**src/rtl/cordic_vectoring.sv**
```systemverilog
// Iterative vectoring-mode CORDIC: (x, y) -> atan2(y, x) and magnitude.
// Optional gain compensation stage enabled by `CORDIC_GAIN_COMP_EN.
module cordic_vectoring #(
  parameter int INTEGER_WIDTH    = 4,
  parameter int FRACTIONAL_WIDTH = 20,
  parameter int DATA_WIDTH       = INTEGER_WIDTH + FRACTIONAL_WIDTH,
  parameter int ITERATIONS       = 16,
  parameter int COUNTER_WIDTH    = 5
) (
  input  logic                  clk,
  input  logic                  rst,
  input  logic                  start,
  input  logic [DATA_WIDTH-1:0] x_in,
  input  logic [DATA_WIDTH-1:0] y_in,
  output logic                  busy,
  output logic                  done,
  output logic [DATA_WIDTH-1:0] angle_out,
  output logic [DATA_WIDTH+1:0] mag_out
);

  localparam int XW = DATA_WIDTH + 2;
  localparam logic [COUNTER_WIDTH-1:0] LAST = COUNTER_WIDTH'(ITERATIONS - 1);
  localparam logic signed [DATA_WIDTH-1:0] PI = DATA_WIDTH'(24'sh3243F7);

  typedef enum logic [1:0] {
    IDLE,
    ITER,
`ifdef CORDIC_GAIN_COMP_EN
    GAIN,
`endif
    DONE
  } state_t;

  state_t                   state;
  logic signed [XW-1:0]     x, y, x_shr, y_shr, x_next, y_next, x_ext, y_ext;
  logic signed [DATA_WIDTH-1:0] z, z_next;
  logic [COUNTER_WIDTH-1:0] i;

  function automatic logic signed [DATA_WIDTH-1:0] atan_lut(input logic [COUNTER_WIDTH-1:0] idx);
    logic signed [DATA_WIDTH-1:0] v;
    case (int'(idx))
      0:       v = DATA_WIDTH'(24'h0C90FE);
      1:       v = DATA_WIDTH'(24'h076B1A);
      2:       v = DATA_WIDTH'(24'h03EB6F);
      3:       v = DATA_WIDTH'(24'h01FD5C);
      4:       v = DATA_WIDTH'(24'h00FFAB);
      5:       v = DATA_WIDTH'(24'h007FF5);
      6:       v = DATA_WIDTH'(24'h003FFF);
      7:       v = DATA_WIDTH'(24'h002000);
      8:       v = DATA_WIDTH'(24'h001000);
      9:       v = DATA_WIDTH'(24'h000800);
      10:      v = DATA_WIDTH'(24'h000400);
      11:      v = DATA_WIDTH'(24'h000200);
      12:      v = DATA_WIDTH'(24'h000100);
      13:      v = DATA_WIDTH'(24'h000080);
      14:      v = DATA_WIDTH'(24'h000040);
      15:      v = DATA_WIDTH'(24'h000020);
      default: v = '0;
    endcase
    return v;
  endfunction

  // Two guard bits let -8.0 be negated and absorb the ~1.65 CORDIC gain.
  assign x_ext = {{2{x_in[DATA_WIDTH-1]}}, x_in};
  assign y_ext = {{2{y_in[DATA_WIDTH-1]}}, y_in};

  always_comb begin
    x_shr = x >>> i;
    y_shr = y >>> i;
    if (!y[XW-1]) begin
      x_next = x + y_shr;
      y_next = y - x_shr;
      z_next = z + atan_lut(i);
    end else begin
      x_next = x - y_shr;
      y_next = y + x_shr;
      z_next = z - atan_lut(i);
    end
  end

`ifdef CORDIC_GAIN_COMP_EN
  localparam int KW = 20;
  localparam logic signed [KW:0] K = 21'sh09B750;
  logic signed [XW+KW-1:0] prod;

  always_comb prod = x * K;
`endif

  always_ff @(posedge clk) begin
    if (rst) begin
      state     <= IDLE;
      busy      <= 1'b0;
      done      <= 1'b0;
      angle_out <= '0;
      mag_out   <= '0;
      x         <= '0;
      y         <= '0;
      z         <= '0;
      i         <= '0;
    end else begin
      done <= 1'b0;
      unique case (state)
        IDLE: begin
          if (start) begin
            // Left half-plane: rotate by pi so the iterations only cover +-pi/2.
            if (x_in[DATA_WIDTH-1]) begin
              x <= -x_ext;
              y <= -y_ext;
              z <= y_in[DATA_WIDTH-1] ? -PI : PI;
            end else begin
              x <= x_ext;
              y <= y_ext;
              z <= '0;
            end
            i     <= '0;
            busy  <= 1'b1;
            state <= ITER;
          end
        end
        ITER: begin
          x <= x_next;
          y <= y_next;
          z <= z_next;
          i <= i + 1'b1;
          if (i == LAST) begin
`ifdef CORDIC_GAIN_COMP_EN
            state <= GAIN;
`else
            mag_out   <= x_next;
            angle_out <= z_next;
            done      <= 1'b1;
            state     <= DONE;
`endif
          end
        end
`ifdef CORDIC_GAIN_COMP_EN
        GAIN: begin
          mag_out   <= XW'(prod >>> KW);
          angle_out <= z;
          done      <= 1'b1;
          state     <= DONE;
        end
`endif
        DONE: begin
          busy  <= 1'b0;
          state <= IDLE;
        end
        default: state <= IDLE;
      endcase
    end
  end

endmodule

```
**config.mk**
```make
export PLATFORM = sky130hd
export DESIGN_NAME = cordic_vectoring
export DESIGN_NICKNAME = d
export VERILOG_FILES = /design/src/rtl/cordic_vectoring.sv
export SDC_FILE = /design/constraint.sdc
export NUM_CORES = 1
export LEC_CHECK = 0
export ABC_AREA = 0
export BUFFER_PORTS_ARGS = -buffer_cell sky130_fd_sc_hd__buf_2
export CAP_MARGIN = 10
export CORE_MARGIN = 2
export CORE_UTILIZATION = 52
export CTS_BUF_LIST = sky130_fd_sc_hd__clkbuf_4 sky130_fd_sc_hd__clkbuf_8
export DETAILED_ROUTE_END_ITERATION = 16
export PLACE_DENSITY_LB_ADDON = 0.08
export SLEW_MARGIN = 10
export SYNTH_ARGS = -nofsm -noshare
export SYNTH_HDL_FRONTEND = slang
export SYNTH_SLANG_ARGS = --single-unit
```
**constraint.sdc**
```tcl
create_clock -name clk -period 6.4 [get_ports clk]
set_clock_uncertainty 0.2 [all_clocks]
set_input_delay 0.64 -clock clk [delete_from_list [all_inputs] [get_ports clk]]
set_output_delay 0.64 -clock clk [all_outputs]
set_load 0.05 [all_outputs]
```
==> impl_metrics.env <==
export IMPL_hpwl_um=39800
export IMPL_fin_crit_ps=6060
export IMPL_ctsHoldBuffers=0
export IMPL_die_area_sq_um=30960
export IMPL_wl_per_cell_um=22.52
export IMPL_power_leakage_nw=6.760
export IMPL_synth_cell_area_sq_um=15370
export IMPL_critPathCaptureType="flip-flop"
export IMPL_finalHoldViolCount=0
export IMPL_reg2reg_depth=19
export IMPL_area_growth_pct=9.221
export IMPL_worst_slew_pin_slew_ps=1153
export IMPL_clk_pin_slew_ps=100
export IMPL_insertion_delay_ps=500
export IMPL_final_common_cell="nor2_1"
export IMPL_min_from="angle_out[3]"
export IMPL_cts_buffers=17
export IMPL_worst_r2r_endpoint="x[25]"
export IMPL_row_count=62
export IMPL_drive_gt1_frac=0.1572
export IMPL_path_class="flip-flop to flip-flop"
export IMPL_tritoncts="yes"
export IMPL_synthCells=1956
export IMPL_postPlaceCellArea_sq_um=16280
export IMPL_rsz0062_at_grt="false"
export IMPL_fin_setup_tns_ps=0
export IMPL_place_gp_congestion=0.9940
export IMPL_grt_pass1_wl_um=84070
export IMPL_timing_slew_headroom=0.2288
export IMPL_ys_ff_latch=155
export IMPL_ff2ff_setup_slack_ps=340
export IMPL_crit_required_ps=6620
export IMPL_first_pass_iters=7
export IMPL_max_cap_violations=0
export IMPL_cellPowerDensity_nw_per_um2=336.5
export IMPL_synth_cell_types=83
export IMPL_setup_viol_count_final=0
export IMPL_via_per_inst=6.562
export IMPL_dp_cells=2365
export IMPL_setup_ws_ps=340.4
export IMPL_cp_start_kind="flip-flop"
export IMPL_htree_levels=4
export IMPL_grt_use_total=0.3473
export IMPL_dieWidth_um=176.0
export IMPL_clock_sinks=155
export IMPL_hold_path_class="flip-flop to flip-flop"
export IMPL_crit_arrival_ps=6280
export IMPL_die_h_um=176.0
export IMPL_synth_edf_count=0
export IMPL_wirelength_um=54060
export IMPL_layout_common_cells="nor2_1, nand2_1, a21oi_1, dfxtp_1, buf_2"
export IMPL_coreArea_sq_um=28940
export IMPL_antenna_found_initial=0
export IMPL_ir_drop_v=0.0002285
export IMPL_synthesis_nets=2098
export IMPL_reg2reg_from="i[0]"
export IMPL_ioPinCount=103
export IMPL_start_util=0.5314
export IMPL_fin_crit_sh=0.9468
export IMPL_num_antenna_cells=0
export IMPL_synth_flop_cell="dfxtp_1"
export IMPL_stdcell_count=2401
export IMPL_fmax_mhz=165.0
export IMPL_numPortBuffers=102
export IMPL_first_global_vias=14910
export IMPL_outcome="complete, no violations"
export IMPL_gr_total_overflow=0
export IMPL_final_area_sq_um=16790
export IMPL_root_buffer="clkbuf_8"
export IMPL_drv_slew=0
export IMPL_min_path_cells=2
export IMPL_grt_max_degree=105
export IMPL_antenna_left=0
export IMPL_async_flop_share=0
export IMPL_clockBufferDepth=2
export IMPL_avgSynthCellArea_sq_um=7.860
export IMPL_vias=15760
export IMPL_post_route_drc_count=0
export IMPL_nets=2146
export IMPL_hold_slack_ps=256.0
export IMPL_place_ws_ps=282.5
export IMPL_drt_iter0_drc=1772
export IMPL_hold_path_endpoint="angle_out[3]"
export IMPL_path_max_fanout=17
export IMPL_yosysWarnings=0
export IMPL_yosysSeqAreaShare=0.2018
routing by layer:
metal  track usage  routed length [um]
met5             0                   0
met4        0.1191                1839
met3       0.06783                4881
met2        0.5390               23940
met1        0.4839               23400
through the flow:
step	util	total power, mW
after floorplan	-	3.781
after global placement	0.5627	4.681
after detailed placement	0.5627	4.692
after CTS	0.5779	5.570
after global routing	0.5803	6.024
final	0.5803	5.650
cells by family after synthesis:
family	share of synthesized area
AOI/OAI and AO/OA	0.2595
xor gates and xnor gates	0.08773
adders and majority gates	0.07552
buffers and inverters	0.04688
DFF	0.2018
muxes	0.1368
and+or+nand+nor	0.1917
critical path, stage by stage, from the launching register on:
cell and delay, ps:
dfxtp_4 580, mux4_2 560, mux2_2 300, mux4_2 530, nor3_4 270, nand3_2 160, nor4_4 450, nand2_1 180
nor2_1 260, a21oi_1 70, o21ai_1 150, ha_1 300, a21o_1 210, a21oi_1 180, or3b_2 480, a311oi_1 330
o31ai_1 140, xor2_1 180, or3_1 320, a31oi_1 120
power breakdown:
part	internal (mW)	switching, mW
combinational	1.44	2.01
clock	0.402	0.453
sequential	1.07	0.266
total	2.92	2.73
area by class of cell:
| class | instances | area [sq um] |
|---|---|---|
| fillers | 2737 | 12140 |
| multi-input cells | 1626 | 11580 |
| flip-flops and latches | 155 | 3115 |
| repair buffers | 160 | 1001 |
| well taps | 384 | 480.5 |
| clock buffers | 17 | 234.0 |
| clock inverters | 15 | 207.7 |
| inverters | 44 | 168.9 |
what timing repair did:
| item | CTS | global route |
|---|---|---|
| gates resized for setup | 0 | 6 |
| endpoints found under the setup margin | 0 | 7 |
| buffers inserted | 0 | 4 |
cell usage after synthesis, types with 19 or more instances:
cell type  count  share of area
o21ai_0       98          0.032
nand2_1      187          0.046
ha_1          88          0.072
dfxtp_1      155           0.20
a2111oi_0     19          0.011
inv_1         41          0.010
nor2_1       243          0.059
xnor2_1       72          0.041
nor3_1        41          0.013
o211ai_1      19         0.0093
a21oi_1      184          0.060
a21o_1        29          0.014
xor2_1        82          0.047
nand2b_1      19         0.0077
nand3_1       24         0.0078
mux4_2        66          0.097
o31ai_1       24          0.012
mux2_2        20          0.015
clkbuf_1      96          0.023
o22ai_1       27          0.011
o21a_1        23          0.011
a31oi_1       27          0.011
nor2b_1       26          0.011
mux2i_1       38          0.025
a211oi_1      51          0.025
worst max path at each step:
stage / from / end / slack, ps / cells past startpoint
2_1_floorplan: i[0] / x[25] / 650 / 22
4_1_cts: i[1] / y[23] / 240 / 21
5_1_grt: i[1] / x[25] / 10 / 19
3_3_place_gp: i[1] / y[23] / 400 / 21
6_report: i[0] / x[25] / 340 / 19
3_5_place_dp: i[1] / y[23] / 280 / 21
(Power assumes the default switching activity.)
